==> src/rtl/sc_stream_encoder.sv <==
// Binary-to-stochastic frame encoder. Each accepted WIDTH-bit value is emitted as
// a 2^WIDTH-bit unipolar bitstream frame whose ones-count equals the value exactly.
module sc_stream_encoder #(
    parameter int          WIDTH = 8,
    parameter logic [15:0] SEED  = 16'h00F3
) (
    input  logic             clk,
    input  logic             rst,
    input  logic [WIDTH-1:0] in_data,
    input  logic             in_valid,
    output logic             in_ready,
    input  logic             abort,
    output logic             out_bit,
    output logic             out_valid,
    output logic             out_last,
    input  logic             out_ready
);

    // Right-shift Galois toggle masks for maximal-length sequences, indexed by width.
    function automatic logic [15:0] lfsr_taps(input int w);
        case (w)
            4:       return 16'h000C;
            5:       return 16'h0014;
            6:       return 16'h0030;
            7:       return 16'h0060;
            8:       return 16'h00B8;
            9:       return 16'h0110;
            10:      return 16'h0240;
            11:      return 16'h0500;
            12:      return 16'h0E08;
            13:      return 16'h1C80;
            14:      return 16'h3802;
            15:      return 16'h6000;
            16:      return 16'hD008;
            default: return 16'hD008;
        endcase
    endfunction

    localparam logic [WIDTH-1:0] TAPS     = WIDTH'(lfsr_taps(WIDTH));
    localparam logic [WIDTH-1:0] SEED_W   = SEED[WIDTH-1:0];
    localparam logic [WIDTH:0]   LAST_IDX = (WIDTH+1)'((1 << WIDTH) - 1);
    localparam logic [WIDTH:0]   CNT_ONE  = (WIDTH+1)'(1);

    function automatic logic [WIDTH-1:0] lfsr_step(input logic [WIDTH-1:0] s);
        logic [WIDTH-1:0] shifted;
        shifted = s >> 1;
        if (s[0]) begin
            return shifted ^ TAPS;
        end else begin
            return shifted;
        end
    endfunction

    typedef enum logic {
        IDLE = 1'b0,
        RUN  = 1'b1
    } state_t;

    state_t           state_q, state_d;
    logic [WIDTH-1:0] active_q, active_d;
    logic [WIDTH-1:0] pend_q, pend_d;
    logic             pend_full_q, pend_full_d;
    logic [WIDTH-1:0] lfsr_q, lfsr_d;
    logic [WIDTH:0]   cnt_q, cnt_d;
    logic             out_bit_q, out_bit_d;
    logic             out_valid_q, out_valid_d;
    logic             out_last_q, out_last_d;

    logic             in_ready_s;
    logic             accept_s;
    logic             xfer_s;
    logic             last_xfer_s;
    logic             start_s;
    logic             direct_s;
    logic [WIDTH-1:0] start_val_s;
    logic [WIDTH-1:0] rng_s;

    assign in_ready_s  = !pend_full_q && !abort;
    assign accept_s    = in_valid && in_ready_s;
    assign xfer_s      = (state_q == RUN) && out_ready;
    assign last_xfer_s = xfer_s && (cnt_q == LAST_IDX);

    assign in_ready  = in_ready_s;
    assign out_bit   = out_bit_q;
    assign out_valid = out_valid_q;
    assign out_last  = out_last_q;

    // State, frame datapath and registered stream outputs
    always_ff @(posedge clk or negedge rst) begin
        if (!rst) begin
            state_q     <= IDLE;
            active_q    <= '0;
            pend_q      <= '0;
            pend_full_q <= 1'b0;
            lfsr_q      <= SEED_W;
            cnt_q       <= '0;
            out_bit_q   <= 1'b0;
            out_valid_q <= 1'b0;
            out_last_q  <= 1'b0;
        end else begin
            state_q     <= state_d;
            active_q    <= active_d;
            pend_q      <= pend_d;
            pend_full_q <= pend_full_d;
            lfsr_q      <= lfsr_d;
            cnt_q       <= cnt_d;
            out_bit_q   <= out_bit_d;
            out_valid_q <= out_valid_d;
            out_last_q  <= out_last_d;
        end
    end

    // Next-state: frame start/advance, pending buffer management and abort
    always_comb begin
        state_d     = state_q;
        active_d    = active_q;
        pend_d      = pend_q;
        pend_full_d = pend_full_q;
        lfsr_d      = lfsr_q;
        cnt_d       = cnt_q;
        start_s     = 1'b0;
        direct_s    = 1'b0;
        start_val_s = in_data;
        if (abort) begin
            state_d     = IDLE;
            pend_full_d = 1'b0;
            lfsr_d      = SEED_W;
            cnt_d       = '0;
        end else begin
            case (state_q)
                IDLE: begin
                    if (pend_full_q) begin
                        start_s     = 1'b1;
                        start_val_s = pend_q;
                        pend_full_d = 1'b0;
                    end else if (accept_s) begin
                        start_s  = 1'b1;
                        direct_s = 1'b1;
                    end else begin
                        state_d = IDLE;
                    end
                end
                RUN: begin
                    if (last_xfer_s) begin
                        if (pend_full_q) begin
                            start_s     = 1'b1;
                            start_val_s = pend_q;
                            pend_full_d = 1'b0;
                        end else if (accept_s) begin
                            start_s  = 1'b1;
                            direct_s = 1'b1;
                        end else begin
                            state_d = IDLE;
                            lfsr_d  = SEED_W;
                            cnt_d   = '0;
                        end
                    end else if (xfer_s) begin
                        cnt_d  = cnt_q + CNT_ONE;
                        lfsr_d = lfsr_step(lfsr_q);
                    end else begin
                        cnt_d = cnt_q;
                    end
                end
                default: begin
                    state_d = IDLE;
                end
            endcase

            if (start_s) begin
                state_d  = RUN;
                active_d = start_val_s;
                lfsr_d   = SEED_W;
                cnt_d    = '0;
            end else begin
                active_d = active_q;
            end

            // A value not consumed straight into active lands behind any pending reload.
            if (accept_s && !direct_s) begin
                pend_d      = in_data;
                pend_full_d = 1'b1;
            end else begin
                pend_d = pend_q;
            end
        end
    end

    // Output comb: next stream bit compares the next active value against the next rng
    always_comb begin
        rng_s       = lfsr_d;
        out_valid_d = (state_d == RUN);
        out_bit_d   = 1'b0;
        out_last_d  = 1'b0;
        if (cnt_d == LAST_IDX) begin
            rng_s = '0;
        end else begin
            rng_s = lfsr_d;
        end
        if (out_valid_d) begin
            out_bit_d  = (active_d > rng_s);
            out_last_d = (cnt_d == LAST_IDX);
        end else begin
            out_bit_d  = 1'b0;
            out_last_d = 1'b0;
        end
    end

endmodule
==> config.mk <==
export PLATFORM = sky130hd
export DESIGN_NAME = sc_stream_encoder
export DESIGN_NICKNAME = d
export VERILOG_FILES = /design/src/rtl/sc_stream_encoder.sv
export SDC_FILE = /design/constraint.sdc
export NUM_CORES = 1
export LEC_CHECK = 0
export CAP_MARGIN = 10
export CORE_MARGIN = 2
export CORE_UTILIZATION = 60
export DETAILED_ROUTE_END_ITERATION = 12
export PLACE_DENSITY_LB_ADDON = 0.05
export SLEW_MARGIN = 40
export SYNTH_ARGS = -nofsm -noshare
export SYNTH_HDL_FRONTEND = slang
export SYNTH_SLANG_ARGS = --single-unit
==> constraint.sdc <==
create_clock -name clk -period 8.4 [get_ports clk]
set_input_delay 0.84 -clock clk [delete_from_list [all_inputs] [get_ports clk]]
set_output_delay 0.84 -clock clk [all_outputs]
set_load 0.02 [all_outputs]
==> Word-level counts from Yosys, hierarchy flattened <==
Cells that the tools add are included.
{ "totals": {"out_inout_bits": 4, "elab_cells": 65, "input_bits": 13, "ff_bits": 37} }
{ "classes": {"muxes": 40, "bitwise_logic": 3, "reduce_logical": 9, "add_sub_neg": 1, "eq_ne": 3, "magnitude_cmp": 1} }
{ "op_table": {"columns": ["op", "n"], "rows": [
  ["two-way mux 8 bit", 13],
  ["two-way mux 9 bit", 7],
  ["== test 9 x 8 -> 1 bit, second input constant", 2],
  ["case mux 8 bit (2 select lines)", 1],
  ["two-way mux 1 bit", 15],
  ["adder 9 x 1 -> 9 bit, second input constant", 1],
  ["greater-than comparator 8 bit", 1],
  ["case mux 1 bit (2 select lines)", 4],
  ["logical AND 1 bit", 5],
  ["!= test 4 x 2 -> 1 bit, second input constant", 1],
  ["NOT 3 -> 4 bit", 1],
  ["zero test 1 bit", 3],
  ["NOT 1 bit", 2],
  ["AND reduction 2 bit", 1]
]} }

==> Logic depth before layout (Yosys ltp) <==
Gate-level depths: netlist of run 1.
{ "depth": {"ltp_word": 14, "depth_mapped": 20, "mapped_depth_nobuf": 17} }

==> Least setup slack after synthesis of run 1 <==
OpenSTA, ideal clock, no wires.
{ "synth_path": {"path_kind": "register to register", "start": "register cnt_q[0]", "end": "register out_bit_q (netlist: out_bit)", "setup_time_ns": 0.120, "arrival_time_ns": 3.214, "n_path_buf": 3, "stages_incl_launch_ff": 20, "required_ns": 8.280, "setup_slack_ns": 5.066, "period_less_slack_ns": 3.334, "cell_sequence": "dfrtp_1 ha_1 nand3_1 nor2_1 ha_1 buf_6 nand3b_1 buf_6 nor2_1 o21ai_1 nand4b_1 or3_1 buf_6 o21ai_1 ha_1 a21o_1 a21o_1 a21oi_1 o21ai_0 o211a_1"} }
{ "synth_via": {"elab_chain_len": 11, "word_cells_on_any_way": 29, "classes_between": "add/sub: 1; order compare: 1; eq/ne: 2; mux: 24; reduce/logical: 1"} }
{ "synth_lines": {"columns": ["element", "line", "rtl"], "rows": [
  ["from (decl)", "64", "logic [WIDTH:0] cnt_q, cnt_d;"],
  ["from (signal assigned)", "106", "cnt_q <= cnt_d;"],
  ["parallel branches: the longest is 10 deep, another holds adder 9 x 1 -> 9 bit", null, null],
  ["two-way mux 1 bit *", "199", "if (out_valid_d) begin"],
  ["named net out_bit_d", "65", "logic out_bit_q, out_bit_d;"],
  ["to (signal assigned)", "107", "out_bit_q <= out_bit_d;"],
  ["to (decl)", "65", null]
]} }
Mark *: on every way through the listed nets, which the timed path passes. The select of a mux whose other input is x is not followed.
A chain may end at the register's enable or synchronous reset.

==> Final worst setup path of run 1 <==
{ "layout_path": {"start": "register cnt_q[0]", "end": "register out_bit_q (netlist: out_bit)"} }
{ "layout_via": {"elab_chain_len": 11, "word_cells_on_any_way": 29, "classes_between": "add/sub: 1; order compare: 1; eq/ne: 2; mux: 24; reduce/logical: 1"} }
{ "layout_lines": {"columns": ["element", "line", "rtl"], "rows": [
  ["parallel branches: the longest is 5 deep, another holds adder 9 x 1 -> 9 bit", null, null],
  ["two-way mux 9 bit *", "169", "if (start_s) begin"],
  ["two-way mux 9 bit *", "124", "if (abort) begin"],
  ["named net cnt_d[0]", "64", null],
  ["== test 9 x 8 -> 1 bit *", "194", "if (cnt_d == LAST_IDX) begin"],
  ["two-way mux 8 bit *", "194", null],
  ["greater-than comparator 8 bit *", "200", "out_bit_d = (active_d > rng_s);"],
  ["two-way mux 1 bit *", "199", null],
  ["named net out_bit_d", "65", null]
]} }
Marked as above.

==> flow_summary_export.csv, run 1 <==
group,metric,value,unit
synthesis,syn_inst,194,
cts,ctsHoldBuffers,0,
timing,timing.final.max_slew_violations,0,
cts,cts_tree,"built",
timing,worst_clock_skew,10.8,ps
die,fp.dieW,61.7,µm
cts,clk_latency,340,ps
power_and_ir_drop,ir_worst_vdd,124,µV
cts,cts-root-buf,"clkbuf_4",
layout,nFillCells,252,
cts,cts_buffers,5,
routing,vias_per_cell,5.85,
global_route,grt_pass1_vias,1524,
synthesis,synth_largest_type_area_fraction,38.8,%
worst_setup_path,setup.worst_path.start,"cnt_q[0]$_DFF_PN0_",
synthesis,ys_types,40,
die,effective_utilization_at_floorplan,64.4,%
synthesis,mappedNetlistArea,2000,µm²
timing,fin_setup_tns,0,ps
worst_setup_path,crit_arrival,4190,ps
synthesis,synth_async_sr_flop_share,100,%
global_route,antenna_found_initial,0,
global_route,grt_max_degree,38,
timing,number_of_failing_hold_endpoints_at_the_final_stage,0,
layout,final_net_count,235,
min_path,hold_path_class,"register to register",
routing,drt-wirelength-per-cell,15.5,µm
cts,clock_transition_at_the_register_clock_pins_on_the_worst_setup_and_hold_paths_after_cts,110,ps
synthesis,yosys_most_used_dff,"dfrtp_1",
placed_design,cell_count_post_placement,248,
timing,layout_worst_path_cycle_share,47.0,%
cts,cts_sinks,37,
synthesis,synth_area_leader_cell,"dfrtp_1",
global_route,grt_overflow,0,
synthesis,syn_nets,217,
worst_setup_path,worst_path_most_repeated_cell,"ha_1",
synthesis,synth_sequential_area_ratio,46.7,%
synthesis,post-synth-top-count-cell,"dfrtp_1",
worst_setup_path,critical-path-slowest-cell,"or3_1",
worst_setup_path,timing.setup.critical_path_class,"register to register",
worst_setup_path,list_of_cells_traversed_by_the_critical_path,"ha_1 -> nand3_1 -> nor2_1 -> ha_1 -> nand3b_1 -> xor2_1 -> nor3_2 -> nand4b_1 -> or3_1 -> o21ai_1 -> ha_1 -> nor2b_1 -> o21ai_0 -> nand2b_1 -> a21oi_1 -> o21ai_0 -> o211a_1",
worst_setup_path,worst_ep_required_time,8640,ps
cts,cts.repair_timing.setup_buffer_count,0,
worst_setup_path,startpoint_type,"register",
min_path,min_from,"pend_q[4]$_DFFE_PN0P_",
global_route,first_pass_grt_wire_length,6710,µm
status,run_status,"completed",
worst_setup_path,end_kind,"register",
synthesis,ys_seq_elements,37,
layout,area.sequential,933,µm²
routing,drt.antenna.violating_nets,0,
global_route,grtUsageTotal,24.5,%
timing,rsz_0062_raised_after_global_routing,"false",
routing,drc_errors,0,
die,die_height,61.7,µm
layout,stdcell_count,257,
cts,clock_tree.buffer_depth,2,
timing,achievable_freq,0.253,GHz
timing,slew_worst_pin,663,ps
synthesis,synth-edff-count,0,
placed_design,detailedPlacementHpwl,2910,µm
cts,htree_num_levels,2,
worst_setup_path,r2r_start,"cnt_q[0]$_DFF_PN0_",
power_and_ir_drop,powerDensity,167,nW/µm²
placed_design,placement.io_buffers,16,
worst_setup_path,path_buf_inv,0,
power_and_ir_drop,cellLeakagePower,0.000934,µW
synthesis,synth-warning-count,0,
placed_design,gpl.final_weighted_congestion,0.877,
worst_setup_path,critical-path-max-stage-delay,520,ps
die,design.core.area,3100,µm²
job,max_cap_violations,0,
routing,drtIter0Drc,148,
cts,post_cts_resized,0,
layout,areaGrowthSynthToFinish,11.7,%
die,die_area,3810,µm²
timing,layout_min_cycle_time,3950,ps
synthesis,syn_avg_cell_area,10.3,µm²
layout,area_of_the_multi_input_gates,976,µm²
routing,wl,3980,µm
layout,insertedDiodeCount,0,
timing,maxSlewHeadroom,55.8,%
die,io-pin-count,17,
synthesis,yosys-top-cells-area,"dfrtp_1, dfstp_2, ha_1",
layout,post_route_cells_drive_above_1_share,14.1,%
timing,setup-violations-final,0,
routing,first_pass_iteration_count_of_the_detailed_router,4,
worst_setup_path,critical_path.top_delay_family,"simple AND/OR/NAND/NOR gates",
routing,dr_total_vias,1503,
synthesis,synthTopCellsByCount,"dfrtp_1, nor2_1, nand2_1",
die,num_rows,20,
worst_setup_path,crit_fanout,11,
state kept, by name, summed over array words and instances (netlist names):
signal,flops
cnt_q,9
active_q,8
lfsr_q,8
pend_q,8
out_bit,1
out_last,1
out_valid,1
pend_full_q,1
layer usage:
metal | global-route usage (%) | share of wire [%] | vias to the layer above
met5 | 0 | 0 | -
met4 | 10.6 | 0.68 | 0
met3 | 7.25 | 5.2 | 4
met2 | 39.1 | 49 | 48
met1 | 31.0 | 45 | 715
li1 | - | - | 736
cell families (layout without fill, tap and decap cells):
group                    count (synthesis)  after routing  share of synthesized area, %
AND/OR/NAND/NOR                         61             61                          16.4
AO/OA/AOI/OAI                           51             51                          16.0
flip-flops                              37             37                          46.7
multiplexers                            16             16                          8.52
buffers and inverters                   15             34                          4.39
adder cells (fa/ha/maj)                 10             10                          6.27
XOR/XNOR                                 4              4                          1.75
through the flow:
step / util (%) / cell area, µm² / hold slack, ps / power, µW / setup WS (ps)
6_report: 71.9 / 2230 / 516 / 372 / 4450
3_5_place_dp: 69.8 / 2170 / 495 / 278 / 4230
4_1_cts: 71.7 / 2220 / 519 / 374 / 4490
2_1_floorplan: - / 2000 / 479 / 253 / 5070
5_1_grt: 71.9 / 2230 / 528 / 394 / 4120
3_3_place_gp: 69.8 / 2170 / 487 / 273 / 4350
placed cells by master (no fill, tap or decap), types with 3 or more instances in the layout:
master / count
o22ai_1: 7
mux2i_1: 8
o211ai_1: 4
o21ai_0: 8
nand2_1: 15
nor3_1: 4
nor2_1: 19
nand3_1: 4
xor2_1: 4
dfrtp_1: 31
inv_1: 7
a21oi_1: 12
nand4_1: 3
nor2b_1: 3
a21o_1: 3
o21ai_1: 8
dfstp_2: 6
mux2_2: 8
clkbuf_4: 5
clkdlybuf4s50_1: 16
ha_1: 10
area by class of cell:
cell class	count	share of cell area [%]
Clock buffer	8	2.64
Inverter	7	1.18
Multi-Input combinational cell	142	43.8
Sequential cell	37	41.9
Tap cell	44	2.47
Timing Repair Buffer	19	8.08
power breakdown:
part / internal, µW / switching (µW) / leakage (µW)
Clock: 41.3 / 55.8 / 0.0000326
Sequential: 198 / 9.97 / 0.000454
Combinational: 32.5 / 34.5 / 0.000448
Total: 271 / 100 / 0.000934
worst paths after layout:
| kind | endpoint | slack [ps] | cells past startpoint |
|---|---|---|---|
| max in group asynchronous | lfsr_q[5]$_DFF_PN1_ | 7130 | 2 |
| worst max register to register | out_bit$_DFF_PN0_ | 4450 | 17 |
| min in group asynchronous | pend_q[3]$_DFFE_PN0P_ | 910 | 2 |
| worst min-delay path | pend_q[4]$_DFFE_PN0P_ | 520 | 1 |
| worst min register to register | pend_q[4]$_DFFE_PN0P_ | 520 | 1 |
| worst max-delay path | out_bit$_DFF_PN0_ | 4450 | 17 |
worst reg2reg max path, cell delays in order, from the launching register on:
cell	delay, ps
dfrtp_1	430
ha_1	240
nand3_1	90
nor2_1	40
ha_1	290
nand3b_1	490
xor2_1	280
nor3_2	170
nand4b_1	110
or3_1	520
o21ai_1	200
ha_1	260
nor2b_1	130
o21ai_0	130
nand2b_1	70
a21oi_1	160
o21ai_0	100
o211a_1	130
Note: power is estimated with default switching activity, not from simulation.
==> run 2, diff against run 1 <==
--- a/config.mk
+++ b/config.mk
@@ -7,7 +7,7 @@
 export LEC_CHECK = 0
 export CAP_MARGIN = 10
 export CORE_MARGIN = 2
-export CORE_UTILIZATION = 60
+export CORE_UTILIZATION = 57
 export DETAILED_ROUTE_END_ITERATION = 12
 export PLACE_DENSITY_LB_ADDON = 0.05
 export SLEW_MARGIN = 40
==> constraint.sdc (replaced) <==
create_clock -name clk -period 4 [get_ports clk]
set_input_delay 0.4 -clock clk [delete_from_list [all_inputs] [get_ports clk]]
set_output_delay 0.4 -clock clk [all_outputs]
set_load 0.02 [all_outputs]
==> flow_summary_export.csv, run 2 (synthesized netlist as in run 1, its figures left out) <==
group,metric,value,unit
status,run_status,"completed",
routing,wl,3970,µm
timing,timing.final.max_slew_violations,0,
routing,drt.antenna.violating_nets,0,
die,fp.dieW,63.2,µm
die,num_rows,21,
timing,worst_clock_skew,11.7,ps
worst_setup_path,crit_arrival,3990,ps
cts,cts.repair_timing.setup_buffer_count,0,
cts,cts_tree,"built",
layout,register_bank_with_the_most_flops,"cnt_q",
cts,clock_tree.buffer_depth,2,
worst_setup_path,critical-path-slowest-cell,"or3_1",
cts,cts_sinks,37,
timing,fin_setup_tns,0,ps
worst_setup_path,critical_path.reg2reg.endpoint,"out_bit$_DFF_PN0_",
cts,post_cts_resized,0,
die,die_area,3990,µm²
min_path,hold_path_class,"input pin to async pin",
layout,areaGrowthSynthToFinish,12.4,%
worst_setup_path,r2r_start,"cnt_q[1]$_DFF_PN0_",
power_and_ir_drop,ir_worst_vdd,198,µV
worst_setup_path,worst_setup_path_endpoint,"out_bit$_DFF_PN0_",
die,die_height,63.2,µm
global_route,antenna_found_initial,0,
routing,vias_per_cell,5.74,
worst_setup_path,setup.worst_path.start,"cnt_q[1]$_DFF_PN0_",
global_route,grtUsageTotal,23.1,%
worst_setup_path,path_buf_inv,0,
routing,first_pass_iteration_count_of_the_detailed_router,4,
timing,number_of_failing_hold_endpoints_at_the_final_stage,0,
cts,ctsHoldBuffers,0,
worst_setup_path,cp.depth,16,
routing,drtIter0Drc,127,
global_route,grt_pass1_vias,1503,
layout,final_net_count,237,
timing,setup-violations-final,0,
cts,clock_transition_at_the_register_clock_pins_on_the_worst_setup_and_hold_paths_after_cts,110,ps
die,design.core.area,3360,µm²
placed_design,post-place-ws,238,ps
cts,cts_buffers,5,
worst_setup_path,startpoint_type,"register",
die,io-pin-count,17,
cts,cts-root-buf,"clkbuf_4",
job,max_cap_violations,0,
layout,layout_commonest_cell,"dfrtp_1",
worst_setup_path,reg2regPathDepth,16,
worst_setup_path,rrSetupSlack,240,ps
placed_design,placement.io_buffers,16,
die,effective_utilization_at_floorplan,59.4,%
worst_setup_path,crit_fanout,10,
power_and_ir_drop,cellLeakagePower,0.000943,µW
layout,area.sequential,933,µm²
worst_setup_path,critical-path-max-stage-delay,530,ps
routing,drt-wirelength-per-cell,15.2,µm
timing,maxSlewHeadroom,70.3,%
placed_design,gpl.final_weighted_congestion,0.955,
worst_setup_path,worst_ep_required_time,4230,ps
timing,timing.final.ws_setup,238,ps
layout,mostFrequentLayoutCells,"dfrtp_1, nor2_1, clkdlybuf4s50_1, nand2_1, a21oi_1",
cts,htree_num_levels,2,
global_route,grt_max_degree,38,
global_route,grt_overflow,0,
timing,rsz_0062_raised_after_global_routing,"false",
worst_setup_path,timing.setup.critical_path_class,"register to register",
worst_setup_path,critical_path.top_delay_family,"simple AND/OR/NAND/NOR gates",
worst_setup_path,end_kind,"register",
global_route,first_pass_grt_wire_length,7130,µm
cts,clk_latency,340,ps
layout,area_of_the_multi_input_gates,978,µm²
layout,post_route_cells_drive_above_1_share,15.8,%
layout,nFillCells,293,
timing,achievable_freq,0.266,GHz
timing,layout_worst_path_cycle_share,94.0,%
worst_setup_path,list_of_cells_traversed_by_the_critical_path,"ha_1 -> nand3_1 -> nor2_1 -> ha_2 -> nand3b_1 -> xor2_1 -> nor3_2 -> nand4b_1 -> or3_1 -> o21ai_1 -> ha_1 -> a21o_1 -> a21o_1 -> a21oi_1 -> o21ai_0 -> o211a_1",
layout,insertedDiodeCount,0,
routing,dr_total_vias,1498,
routing,drc_errors,0,
power_and_ir_drop,powerDensity,340,nW/µm²
timing,slew_worst_pin,446,ps
placed_design,detailedPlacementHpwl,3040,µm
layout,largest_register_ffs,9,
timing,layout_min_cycle_time,3760,ps
## run 2: cell count changes in the layout (fill, tap and decap cells not counted)
cell | before | now
clkbuf_8 | 1 | 0
clkbuf_1 | 2 | 1
clkbuf_2 | 1 | 0
ha_1 | 10 | 9
clkinv_2 | 0 | 2
ha_2 | 0 | 1
buf_4 | 2 | 5
## run 2: worst min path at each step
stage	start	end
floorplan	rst	active_q[0]$_DFF_PN0_
global placement	pend_q[0]$_DFFE_PN0P_	pend_q[0]$_DFFE_PN0P_
detailed placement	pend_q[7]$_DFFE_PN0P_	pend_q[7]$_DFFE_PN0P_
CTS	rst	cnt_q[1]$_DFF_PN0_
global route	rst	pend_q[3]$_DFFE_PN0P_
finish	rst	cnt_q[1]$_DFF_PN0_
## run 2: worst register-to-register path: cells and delay by family, from the launching register on
| kind | cells | cell delay, ps |
|---|---|---|
| AND/OR/NAND/NOR | 6 | 1340 |
| AO/OA/AOI/OAI | 6 | 920 |
| adder cells (fa/ha/maj) | 3 | 720 |
| flip-flops | 1 | 440 |
| XOR/XNOR | 1 | 240 |
## run 2: metrics by stage
stage,util (%),total power [µW],hold WS (ps),cells,instance area (µm²)
after floorplan,-,532,104,194,2000
after global placement,65.1,577,487,253,2190
after detailed placement,65.1,587,497,253,2190
after CTS,66.7,772,504,261,2240
after global routing,66.7,815,514,261,2240
final,66.7,764,489,261,2240
## run 2: cell type report
type	count	share of cell area, %
sequential	37	41.6
clock inverter	2	0.446
timing repair buffer	21	8.81
inverter	7	1.17
clock buffer	6	1.84
multi-input combinational	142	43.6
tap	46	2.56
## run 2: layer usage
metal,GRT usage [%],share of wire (%),wire [µm],vias to the layer above
li1,-,-,-,736
met1,33.4,49,1950,715
met2,34.3,45,1800,45
met3,5.89,4.9,196,2
met4,6.79,0.63,25,0
met5,0,0,0,-
## run 2: where the power goes
part	total (µW)	internal, µW	switching (µW)
logic	147	69.7	77.0
clock network	185	67.0	118
registers	433	415	17.5
==> run 3, diff against run 2 <==
--- a/config.mk
+++ b/config.mk
@@ -9,6 +9,7 @@
 export CORE_MARGIN = 2
 export CORE_UTILIZATION = 57
 export DETAILED_ROUTE_END_ITERATION = 12
+export MAX_ROUTING_LAYER = met4
 export PLACE_DENSITY_LB_ADDON = 0.05
 export SLEW_MARGIN = 40
 export SYNTH_ARGS = -nofsm -noshare
==> flow_summary_export.csv, run 3 (synthesized netlist as in run 1, its figures left out) <==
group,metric,value,unit
cts,cts-root-buf,"clkbuf_4",
timing,rsz_0062_raised_after_global_routing,"false",
timing,layout_min_cycle_time,3740,ps
timing,slew_worst_pin,452,ps
die,fp.dieW,63.2,µm
die,design.core.area,3360,µm²
worst_setup_path,worst_ep_required_time,4230,ps
global_route,grt_pass1_vias,1506,
cts,ctsHoldBuffers,0,
worst_setup_path,end_kind,"register",
routing,dr_total_vias,1495,
routing,wl,3960,µm
layout,areaGrowthSynthToFinish,12.4,%
cts,clock_tree.buffer_depth,2,
timing,layout_worst_path_cycle_share,93.5,%
layout,insertedDiodeCount,0,
cts,clock_transition_at_the_register_clock_pins_on_the_worst_setup_and_hold_paths_after_cts,110,ps
layout,nFillCells,293,
layout,register_bank_with_the_most_flops,"cnt_q",
cts,cts_buffers,5,
routing,drt.antenna.violating_nets,0,
timing,maxSlewHeadroom,69.9,%
cts,clk_latency,340,ps
routing,drc_errors,0,
worst_setup_path,timing.setup.critical_path_class,"register to register",
cts,cts.repair_timing.setup_buffer_count,0,
power_and_ir_drop,ir_worst_vdd,198,µV
die,num_rows,21,
worst_setup_path,critical_path.reg2reg.endpoint,"out_bit$_DFF_PN0_",
routing,drt-wirelength-per-cell,15.2,µm
worst_setup_path,crit_fanout,10,
min_path,hold_path_class,"input pin to async pin",
worst_setup_path,startpoint_type,"register",
status,run_status,"completed",
global_route,grt_overflow,0,
timing,achievable_freq,0.267,GHz
cts,cts_sinks,37,
cts,post_cts_resized,0,
timing,worst_clock_skew,11.9,ps
die,io-pin-count,17,
routing,drtIter0Drc,126,
cts,cts_tree,"built",
routing,first_pass_iteration_count_of_the_detailed_router,4,
job,max_cap_violations,0,
timing,number_of_failing_hold_endpoints_at_the_final_stage,0,
placed_design,placement.io_buffers,16,
global_route,grtUsageTotal,23.7,%
placed_design,detailedPlacementHpwl,3040,µm
placed_design,gpl.final_weighted_congestion,0.972,
layout,largest_register_ffs,9,
die,effective_utilization_at_floorplan,59.4,%
timing,timing.final.max_slew_violations,0,
power_and_ir_drop,cellLeakagePower,0.000943,µW
layout,area.sequential,933,µm²
global_route,first_pass_grt_wire_length,7140,µm
layout,stdcell_count,261,
layout,post_route_cells_drive_above_1_share,15.8,%
layout,final_net_count,237,
layout,layout_commonest_cell,"dfrtp_1",
routing,vias_per_cell,5.73,
worst_setup_path,crit_arrival,3970,ps
die,die_area,3990,µm²
layout,area_of_the_multi_input_gates,978,µm²
cts,htree_num_levels,2,
placed_design,cell_count_post_placement,253,
worst_setup_path,reg2regPathDepth,16,
die,die_height,63.2,µm
timing,fin_setup_tns,0,ps
worst_setup_path,rrSetupSlack,260,ps
global_route,grt_max_degree,38,
power_and_ir_drop,powerDensity,341,nW/µm²
layout,mostFrequentLayoutCells,"dfrtp_1, nor2_1, clkdlybuf4s50_1, nand2_1, a21oi_1",
timing,setup-violations-final,0,
worst_setup_path,r2r_start,"cnt_q[1]$_DFF_PN0_",
global_route,antenna_found_initial,0,
[run 3: final cells by class]
| type | count | share of cell area [%] |
|---|---|---|
| clock buffer | 6 | 1.84 |
| clock inverter | 2 | 0.446 |
| inverter | 7 | 1.17 |
| multi-input combinational | 142 | 43.6 |
| sequential | 37 | 41.6 |
| tap | 46 | 2.56 |
| timing repair buffer | 21 | 8.81 |
[run 3: report_power, final]
group          total (µW)  switching [µW]  leakage (µW)  internal (µW)
sequential            433            17.6      0.000454            415
clock                 185             118     0.0000320           67.0
combinational         147            77.0      0.000457           69.7
[run 3: through the flow]
stage / worst slack [ps] / hold slack (ps) / util [%] / area, µm² / total power (µW)
finish: 260 / 490 / 66.7 / 2240 / 765
global route: 9.79 / 513 / 66.7 / 2240 / 815
CTS: 211 / 504 / 66.7 / 2240 / 772
detailed placement: 238 / 497 / 65.1 / 2190 / 587
global placement: 345 / 487 / 65.1 / 2190 / 577
floorplan: 666 / 104 / - / 2000 / 532
[run 3: critical path, cell delays in order (launching register included)]
cell      delay (ps)
dfrtp_1          440
ha_1             220
nand3_1           90
nor2_1            60
ha_2             230
nand3b_1         340
xor2_1           240
nor3_2           190
nand4b_1         120
or3_1            530
o21ai_1          190
ha_1             270
a21o_1           180
a21o_1           170
a21oi_1          140
o21ai_0          100
o211a_1          130
[run 3: worst max path at each step]
stage | start | to | slack [ps] | cells after the start
finish | cnt_q[1]$_DFF_PN0_ | out_bit$_DFF_PN0_ | 260 | 16
global route | cnt_q[1]$_DFF_PN0_ | out_bit$_DFF_PN0_ | 10 | 17
CTS | cnt_q[0]$_DFF_PN0_ | out_bit$_DFF_PN0_ | 210 | 17
detailed placement | cnt_q[0]$_DFF_PN0_ | out_bit$_DFF_PN0_ | 240 | 17
global placement | cnt_q[0]$_DFF_PN0_ | out_bit$_DFF_PN0_ | 350 | 16
floorplan | cnt_q[0]$_DFF_PN0_ | out_bit$_DFF_PN0_ | 670 | 19
[run 3: layer usage]
metal	part of all wire (%)	vias to the layer above	track usage, %
li1	-	737	-
met1	48	703	33.5
met2	44	51	34.2
met3	6.6	4	5.89
met4	0.81	0	6.79
met5	0	-	-
